### src/rtl/voter_pkg.sv
// Shared types and constants for the ballot collector and the one-hot voter.
// Latency: n/a (definitions only).
// Backpressure: n/a.
package voter_pkg;

    localparam int DEFAULT_BALLOT_W    = 3;
    localparam int DEFAULT_NUM_BALLOTS = 5;

    localparam logic [2:0] CAND_A = 3'b001;
    localparam logic [2:0] CAND_B = 3'b010;
    localparam logic [2:0] CAND_C = 3'b100;

    typedef enum logic {
        ST_COLLECT = 1'b0,
        ST_PRESENT = 1'b1
    } state_t;

endpackage

### src/rtl/ballot_onehot_chk.sv
// Flags a ballot that has exactly one candidate bit set.
// Latency: combinational.
// Backpressure: none.
module ballot_onehot_chk #(
    parameter int W = 3
) (
    input  logic [W-1:0] ballot,
    output logic         is_onehot
);

    // x & (x-1) clears the lowest set bit; zero result with nonzero x means one bit
    assign is_onehot = (ballot != '0) && ((ballot & (ballot - 1'b1)) == '0);

endmodule

### src/rtl/ballot_collector.sv
// Collects one-hot ballots serially and presents a full round in parallel to the voter.
// Latency: out_valid rises the cycle after the last slot is filled.
// Backpressure: ballot_ready drops while a round is presented, until out_ack or abort.
module ballot_collector
    import voter_pkg::*;
#(
    parameter int NUM_BALLOTS = DEFAULT_NUM_BALLOTS,
    parameter int BALLOT_W    = DEFAULT_BALLOT_W,
    parameter int REJ_CNT_W   = 4,
    parameter int ROUND_CNT_W = 8
) (
    input  logic                            clk,
    input  logic                            rst_n,
    input  logic [BALLOT_W-1:0]             ballot_in,
    input  logic                            ballot_valid,
    output logic                            ballot_ready,
    input  logic                            abort,
    output logic [NUM_BALLOTS*BALLOT_W-1:0] ballots_out,
    output logic                            out_valid,
    input  logic                            out_ack,
    output logic                            bad_ballot,
    output logic [REJ_CNT_W-1:0]            reject_cnt,
    output logic [ROUND_CNT_W-1:0]          round_cnt
);

    localparam int IDX_W = (NUM_BALLOTS > 1) ? $clog2(NUM_BALLOTS) : 1;
    localparam logic [IDX_W-1:0] LAST_IDX = IDX_W'(NUM_BALLOTS - 1);

    state_t              state;
    logic [IDX_W-1:0]    idx;
    logic [BALLOT_W-1:0] slot [NUM_BALLOTS];
    logic                is_onehot;
    logic                take;

    ballot_onehot_chk #(.W(BALLOT_W)) u_onehot_chk (
        .ballot    (ballot_in),
        .is_onehot (is_onehot)
    );

    assign take = ballot_valid && ballot_ready;

    // Slot 0 occupies the least significant field so it lines up with In_1.
    for (genvar i = 0; i < NUM_BALLOTS; i++) begin : g_out
        assign ballots_out[i*BALLOT_W +: BALLOT_W] = slot[i];
    end

    always_ff @(posedge clk or negedge rst_n) begin
        if (!rst_n) begin
            state        <= ST_COLLECT;
            idx          <= '0;
            out_valid    <= 1'b0;
            ballot_ready <= 1'b0;
            bad_ballot   <= 1'b0;
            reject_cnt   <= '0;
            round_cnt    <= '0;
            for (int i = 0; i < NUM_BALLOTS; i++) begin
                slot[i] <= '0;
            end
        end else begin
            bad_ballot <= 1'b0;
            if (abort) begin
                // Discarding wins over both the ballot handshake and the ack.
                state        <= ST_COLLECT;
                idx          <= '0;
                out_valid    <= 1'b0;
                ballot_ready <= 1'b1;
                for (int i = 0; i < NUM_BALLOTS; i++) begin
                    slot[i] <= '0;
                end
            end else if (state == ST_COLLECT) begin
                ballot_ready <= 1'b1;
                if (take) begin
                    if (is_onehot) begin
                        slot[idx] <= ballot_in;
                        if (idx == LAST_IDX) begin
                            state        <= ST_PRESENT;
                            ballot_ready <= 1'b0;
                            out_valid    <= 1'b1;
                        end else begin
                            idx <= idx + 1'b1;
                        end
                    end else begin
                        bad_ballot <= 1'b1;
                        if (reject_cnt != '1) begin
                            reject_cnt <= reject_cnt + 1'b1;
                        end
                    end
                end
            end else begin
                if (out_ack) begin
                    state        <= ST_COLLECT;
                    idx          <= '0;
                    out_valid    <= 1'b0;
                    ballot_ready <= 1'b1;
                    round_cnt    <= round_cnt + 1'b1;
                    for (int i = 0; i < NUM_BALLOTS; i++) begin
                        slot[i] <= '0;
                    end
                end
            end
        end
    end

endmodule
### config.mk
export PLATFORM = sky130hd
export DESIGN_NAME = ballot_collector
export DESIGN_NICKNAME = d
export VERILOG_FILES = /design/src/rtl/voter_pkg.sv /design/src/rtl/ballot_onehot_chk.sv /design/src/rtl/ballot_collector.sv
export SDC_FILE = /design/constraint.sdc
export NUM_CORES = 1
export LEC_CHECK = 0
export ABC_AREA = 1
export CAP_MARGIN = 10
export CORE_UTILIZATION = 35
export CTS_CLUSTER_SIZE = 20
export DETAILED_ROUTE_END_ITERATION = 6
export GPL_ROUTABILITY_DRIVEN = 1
export PLACE_DENSITY = 0.61
export SYNTH_ARGS = -nofsm -noshare
export SYNTH_HDL_FRONTEND = slang
export SYNTH_HIERARCHICAL = 1
export SYNTH_SLANG_ARGS = --single-unit
### constraint.sdc
create_clock -name clk -period 2.4 [get_ports clk]
set_input_delay 0.72 -clock clk [delete_from_list [all_inputs] [get_ports clk]]
set_output_delay 0.72 -clock clk [all_outputs]
set_load 0.005 [all_outputs]
Yosys cells after proc, flatten, opt, wreduce, memory -nomap -nowiden
Index checks and enable logic that the tools add are counted.
Cells by class
  equal/unequal tests: 4
  add/subtract/negate cells: 4
  muxes and demuxes: 36
  bitwise gates (word level): 5
  order comparisons: 2
  reductions and logical operators: 13
Operator list (count)
  2-to-1 mux 15 bit: 5
  2-to-1 mux 1 bit: 22
  2-to-1 mux 3 bit: 7
  bitwise mux 15 bit: 1
  nonzero test 3 bit: 4
  demux 3 bit (select 3 bit): 1
  adder 8 x 1 -> 8 bit (second input constant): 1
  AND reduction 4 bit: 2
  != test 3 bit (second input constant): 2
  AND reduction 3 bit: 2
  AND reduction 5 bit: 1
  adder 4 x 1 -> 4 bit (second input constant): 1
  >= comparator 4 bit (second input constant): 1
  < comparator 4 x 1 -> 1 bit (second input constant): 1
  != test 4 bit (second input constant): 1
  inverter 3 -> 4 bit: 1
  adder 3 x 1 -> 3 bit (second input constant): 1
  bitwise AND 3 bit: 1
  equality test 3 bit (second input constant): 1
  logical AND 1 bit: 3
  logical NOT 3 bit: 1
  inverter 1 bit: 3
  subtractor 3 x 1 -> 3 bit (second input constant): 1
Storage, ports and cells
  bits in registers: 34
  output and inout port bits: 30
  input port bits: 8
  word-level logic and storage cells: 76

Logic depth before layout (Yosys ltp)
Gate-level depths: netlist of the first run.
  depth after elaboration: 10
  mapped depth: 12
  depth with buffers taken out: 10

By module
The synthesis of the first run kept the hierarchy.
By module, submodules not included
  ballot_collector: cells an instance 207, times used 1, sequential area each 850.8 um2, area an instance 1664.1 um2
  ballot_onehot_chk: cells an instance 10, times used 1, sequential area each 0.0 um2, area an instance 38.8 um2

Worst setup path before layout of the first run
OpenSTA, ideal clock, no wires.
  path kind: input -> register
  start: in ballot_in[2]
  end: reg slot (netlist bit ballots_out[2])
  path buffers: 2
  stages: 11
  setup time: 0.117 ns
  data required time: 2.283 ns
  arrival time: 1.650 ns
  path slack: 0.633 ns
  path through: inv_1 -> nand3_1 -> nand2_1 -> inv_1 -> nand3_1 -> nand2_2 -> and2_1 -> buf_4 -> buf_6 -> nand3_1 -> nand2_1
On the way
  word-level cells in the longest chain between the ends: 6
  elaborated cells on any way between the ends: 12
  those cells by class: add/sub: 1; mux: 5; bitwise: 1; reduce/logical: 5
Ends and longest elaborated chain
  start, declared: RTL line ballot_collector.sv:14  | input logic [BALLOT_W-1:0] ballot_in,
  subtractor 3 x 1 -> 3 bit: RTL line ballot_onehot_chk.sv:12  | assign is_onehot = (ballot != '0) && ((ballot & (ballot - 1'b1)) == '0);
  bitwise AND 3 bit: RTL line ballot_onehot_chk.sv:12
  logical NOT 3 bit: RTL line ballot_onehot_chk.sv:12
  logical AND 1 bit *: RTL line ballot_onehot_chk.sv:12
  named net is_onehot: RTL line ballot_collector.sv:32  | logic is_onehot;
  nonzero test 3 bit (no source line) *
  AND reduction 3 bit (no source line) *
  end signal, assigned by index: RTL line ballot_collector.sv:74  | slot[idx] <= ballot_in;
  end, declared: RTL line ballot_collector.sv:31  | logic [BALLOT_W-1:0] slot [NUM_BALLOTS];
Mark *: on every way through the listed nets, which the timed path passes. The rest lies on a longest branch. The select of a mux whose other input is x is not followed.
A chain may end at the register's enable or synchronous reset.

Worst setup path after layout of the first run
  start: in ballot_in[1]
  end: reg slot (netlist bit ballots_out[11])
Same word-level chain as after synthesis.

==> flow_summary.json, run 1 <==
{
  "final.setup.tns_ns": 0,
  "powerDensity_nw_per_um2": 677,
  "max_slew.worst_pin.slew_ns": 0.489,
  "p_sw_w": 0.000446,
  "area.growth.synth_to_final_pct": 30.6,
  "crit_top_cell": "nand3_1",
  "synth_top_cell_by_area": "dfrtp_1",
  "fin_crit_ns": 2.12,
  "seqCellArea_sq_um": 851,
  "grt_start_max_net_pins": 35,
  "finalHoldViolCount": 0,
  "avgSynthCellArea_sq_um": 7.85,
  "synth_seq_cells": 34,
  "critPathRequiredTime_ns": 2.62,
  "cp.buffers_inverters": 3,
  "cts_tree": "built",
  "power.share.clock": 0.266,
  "synth_cell_type_count": 20,
  "io_buffers": 37,
  "finalCritPeriodShare": 0.882,
  "cp_slowest_cell": "clkdlybuf4s50_1",
  "rows": 25,
  "arrival_ns": 2.34,
  "max_stage_delay_ns": 0.49,
  "crit_start": "ballot_in[1]",
  "antenna_found_initial": 0,
  "final_common_cell": "nand2_1",
  "fillers": 482,
  "crit_fanout": 15,
  "drt_pass1_iterations": 4,
  "ys_top_cells_by_area": "dfrtp_1, nand2_1, nand3_1, inv_1, ha_1",
  "num-nets-final": 274,
  "core_area_sq_um": 4690,
  "ys_seq_area_frac": 0.500,
  "rsz0062_at_grt": "no",
  "reg2reg_slack_ns": 0.95,
  "n_antenna_cell": 0,
  "path_cells": "clkdlybuf4s50_1 -> inv_1 -> nand3_1 -> nand2_1 -> inv_1 -> nand3_1 -> nand2_2 -> and2_1 -> nand3_1 -> nand2_1",
  "syn_inst": 217,
  "status": "finished clean",
  "r2r_end": "ballots_out[11]",
  "fmax_mhz": 472,
  "ant_nets": 0,
  "ctsResizeCount": 0,
  "setup_viol": 0,
  "layout_common_cells": "nand2_1, nand3_1, clkdlybuf4s50_1, dfrtp_1, inv_1",
  "path_delay_family": "simple AND/OR/NAND/NOR gates",
  "viasPerCell": 4.58,
  "min-delay-path-class": "reg -> reg",
  "rr_worst_depth": 5,
  "finClkSkew_ns": 0.00439,
  "multi_input_area_sq_um": 712,
  "die_width_um": 71.8,
  "switching_share": 0.296,
  "power.share.combinational": 0.255,
  "critPathCaptureType": "flip-flop",
  "p_leak_nw": 1.18,
  "htree_num_levels": 2,
  "syn-num-nets": 229,
  "drt_wl_total_um": 3500,
  "cts_root_buffer": "clkbuf_8",
  "numClockSinks": 34,
  "vias": 1448,
  "fp.dieH_um": 71.8,
  "initial_core_util": 0.363,
  "drive_above_1_share": 0.0649,
  "cts_buffer_depth": 2,
  "dr.first_iter.drc_count": 44,
  "intPower_w": 0.00106,
  "pwr-share-seq": 0.480,
  "rr_startpoint": "state",
  "grt_pass1_wl_um": 5890,
  "route.detailed.drc": 0,
  "finalWeightedCongestion": 0.843,
  "syn-cell-area_sq_um": 1700,
  "dp_hpwl_um": 2530,
  "postCtsSetupBuffers": 0,
  "drv_slew": 0,
  "grt-ovfl-total": 0,
  "timing.hold.ws_ns": 0.482,
  "clk_pin_slew_worst_paths_ns": 0.07,
  "clock_latency_ns": 0.28,
  "grt_pass1_vias": 1315,
  "die_area_sq_um": 5150,
  "synth_top_area_share": 0.500,
  "maxCapViolations": 0,
  "worst-setup-path-type": "in -> reg",
  "hold_buffers": 0,
  "cts_made_buffers": 5,
  "io_pins": 38,
  "grt.total_usage": 0.149,
  "vdd_drop_max_mv": 0.366,
  "min_from": "ballots_out[7]",
  "whs_endpoint": "ballots_out[7]",
  "startpoint_type": "input pin",
  "ys_warn_count": 6,
  "routedWlPerCell_um": 11.1,
  "min_path_cells": 2,
  "relSlewSlack": 0.673
}
-- per-stage QoR --
| step | worst slack (ns) | area [sq um] | std cells | total power, W | util |
|---|---|---|---|---|---|
| after floorplan | 0.633 | 1700 | 217 | 0.000922 | - |
| after CTS | 0.272 | 2220 | 316 | 0.00152 | 0.474 |
| after detailed placement | -0.0295 | 2150 | 309 | 0.00112 | 0.458 |
| final | 0.283 | 2220 | 316 | 0.00150 | 0.474 |
| after global placement | 0.000672 | 2150 | 309 | 0.00112 | 0.458 |
| after global routing | 0.0837 | 2220 | 316 | 0.00160 | 0.474 |
-- state kept, by name, summed over array words and instances (netlist names) --
register and flops:
out_valid 1, bad_ballot 1, ballot_ready 1, ballots_out 15, round_cnt 8, reject_cnt 4
idx 3, state 1
-- cells by family after synthesis --
kind of cell,count (synthesis),share of synthesized area
buffers and inverters,33,0.0823
XOR/XNOR,7,0.0360
adder cells (fa/ha/maj),4,0.0294
flip-flops,34,0.500
AND/OR/NAND/NOR,132,0.331
AO/OA/AOI/OAI,7,0.0220
-- worst register-to-register path, stage by stage, from the launching register on --
cell	delay, ns
dfrtp_1	0.40
nor2_2	0.24
inv_2	0.11
nor2_1	0.40
nand3_1	0.14
nand2_1	0.10
-- cell type report --
type / instances / share of cell area
well taps: 54 / 0.0304
inverters: 29 / 0.0490
clock buffers: 7 / 0.0343
repair buffers: 42 / 0.183
flip-flops and latches: 34 / 0.383
multi-input cells: 150 / 0.320
-- synth_stat cells (all sizes together) --
| library cell | count |
|---|---|
| nor2 | 11 |
| nor3 | 2 |
| nand2 | 80 |
| buf | 4 |
| inv | 28 |
| a21boi | 1 |
| xnor2 | 4 |
| nand3b | 1 |
| ha | 4 |
| o21ai | 6 |
| xor2 | 3 |
| clkinv | 1 |
| and2 | 1 |
| nand3 | 37 |
| dfrtp | 34 |
-- power groups by stage --
stage               clock network (W)  logic [W]  registers [W]
detailed placement                  0   0.000386       0.000732
global placement                    0   0.000384       0.000734
global route                 0.000435   0.000431       0.000734
CTS                          0.000409   0.000389       0.000722
floorplan                           0   0.000195       0.000727
finish                       0.000399   0.000383       0.000721
-- worst max path at each step --
stage,endpoint,depth (start not counted)
2_1_floorplan,ballots_out[2],11
3_3_place_gp,ballots_out[12],10
3_5_place_dp,ballots_out[11],10
4_1_cts,ballots_out[11],10
5_1_grt,ballots_out[0],10
6_report,ballots_out[11],10
-- metal layers --
layer,GRT usage,wire length (um),vias up
met5,0,0,-
met4,0.0458,21,0
met3,0.0464,126,2
met2,0.223,1580,30
met1,0.206,1770,654
li1,-,-,762
Note: power is estimated with default switching activity, not from simulation.
==> run 2, diff against run 1 <==
CORE_MARGIN = 2   (was unset)
CTS_CLUSTER_SIZE = unset   (was 20)
==> flow_summary.json, run 2 (synthesis results as in run 1) <==
{
  "status": "finished clean",
  "grt-ovfl-total": 0,
  "crit_fanout": 15,
  "clk_pin_slew_worst_paths_ns": 0.06,
  "antenna_found_initial": 0,
  "die_width_um": 73.8,
  "routedWlPerCell_um": 11.1,
  "grt_pass1_wl_um": 6270,
  "arrival_ns": 2.34,
  "r2r_end": "idx[1]",
  "maxCapViolations": 0,
  "ant_nets": 0,
  "fp.dieH_um": 73.8,
  "finClkSkew_ns": 0.00385,
  "setup_viol": 0,
  "finalCritPeriodShare": 0.883,
  "whs_endpoint": "ballots_out[7]",
  "hold_buffers": 0,
  "layout_common_cells": "nand2_1, nand3_1, clkdlybuf4s50_1, dfrtp_1, inv_1",
  "relSlewSlack": 0.689,
  "finalWeightedCongestion": 0.800,
  "io_buffers": 37,
  "cts_made_buffers": 5,
  "n_antenna_cell": 0,
  "min_path_cells": 2,
  "powerDensity_nw_per_um2": 670,
  "p_leak_nw": 1.18,
  "grt_start_max_net_pins": 35,
  "total_power_w": 0.00149,
  "grt_pass1_vias": 1418,
  "dp_slack_ns": -0.00818,
  "drv_slew": 0,
  "dr.first_iter.drc_count": 51,
  "rr_worst_depth": 8,
  "critPathCaptureType": "flip-flop",
  "route.detailed.drc": 0,
  "largest_register_ffs": 15,
  "reg2reg_slack_ns": 1.01,
  "io_pins": 38,
  "dp_hpwl_um": 2590,
  "finalHoldViolCount": 0,
  "initial_core_util": 0.363,
  "final.setup.tns_ns": 0,
  "cts_root_buffer": "clkbuf_8",
  "min-delay-path-class": "reg -> reg",
  "rr_startpoint": "idx[0]",
  "rows": 25,
  "cts_buffer_depth": 2,
  "dpl-instance-area_sq_um": 2150,
  "area.growth.synth_to_final_pct": 30.6,
  "drt_wl_total_um": 3490,
  "rsz0062_at_grt": "no",
  "cts_tree": "built",
  "htree_num_levels": 2,
  "die_area_sq_um": 5440,
  "stdcell_area_sq_um": 2220,
  "drt_pass1_iterations": 4,
  "vias": 1464,
  "timing.hold.ws_ns": 0.483,
  "final_common_cell": "nand2_1",
  "core_area_sq_um": 4690,
  "max_slew.worst_pin.slew_ns": 0.467,
  "num-nets-final": 274,
  "critPathRequiredTime_ns": 2.62,
  "grt_use_met1": 0.200,
  "vdd_drop_max_mv": 0.366,
  "clock_latency_ns": 0.28,
  "ctsResizeCount": 0,
  "startpoint_type": "input pin",
  "worst-setup-path-type": "in -> reg",
  "min_from": "ballots_out[7]",
  "setup_ws_ns": 0.282,
  "use_met2": 0.230,
  "grt-busiest-layer": "met2",
  "fmax_mhz": 472,
  "fin_crit_ns": 2.12,
  "grt.total_usage": 0.152,
  "use_met3": 0.0453,
  "numClockSinks": 34,
  "viasPerCell": 4.63,
  "postCtsSetupBuffers": 0,
  "drive_above_1_share": 0.0649
}
## run 2: cell counts in the layout (fill, tap and decap cells not counted)
Identical to the previous run, type by type.
## run 2: metal layers
| layer | vias to the layer above | wire (um) |
|---|---|---|
| met5 | - | 0 |
| met4 | 0 | 61 |
| met3 | 6 | 138 |
| met2 | 32 | 1620 |
| met1 | 660 | 1670 |
| li1 | 766 | - |
## run 2: layout make-up
class | count | area (sq um)
well taps | 54 | 67.6
multi-input cells | 150 | 712
fillers | 493 | 2470
repair buffers | 42 | 408
flip-flops and latches | 34 | 851
clock buffers | 7 | 76.3
inverters | 29 | 109
## run 2: per-stage QoR
step                      instances  utilization
after global routing            316        0.474
final                           316        0.474
after detailed placement        309        0.458
after CTS                       316        0.474
after floorplan                 217            -
after global placement          309        0.458
## run 2: where the power goes
group / switching, W / internal, W
Clock: 0.000185 / 0.000199
Combinational: 0.000171 / 0.000212
Sequential: 0.0000741 / 0.000648
## run 2: worst max path at each step
stage	from	endpoint	slack (ns)	cells after the start
global placement	ballot_in[1]	ballots_out[11]	-0.001	10
finish	ballot_in[1]	ballots_out[13]	0.28	10
floorplan	ballot_in[2]	ballots_out[2]	0.63	11
detailed placement	ballot_in[1]	ballots_out[3]	-0.008	10
global route	ballot_in[1]	ballots_out[8]	0.09	10
CTS	ballot_in[1]	ballots_out[13]	0.27	10
## run 2: critical path, stage by stage
cell and delay, ns:
clkdlybuf4s50_1 0.49, inv_1 0.06, nand3_1 0.07, nand2_1 0.05, inv_1 0.08, nand3_1 0.13, nand2_2 0.08, and2_1 0.41
nand3_1 0.14, nand2_1 0.10
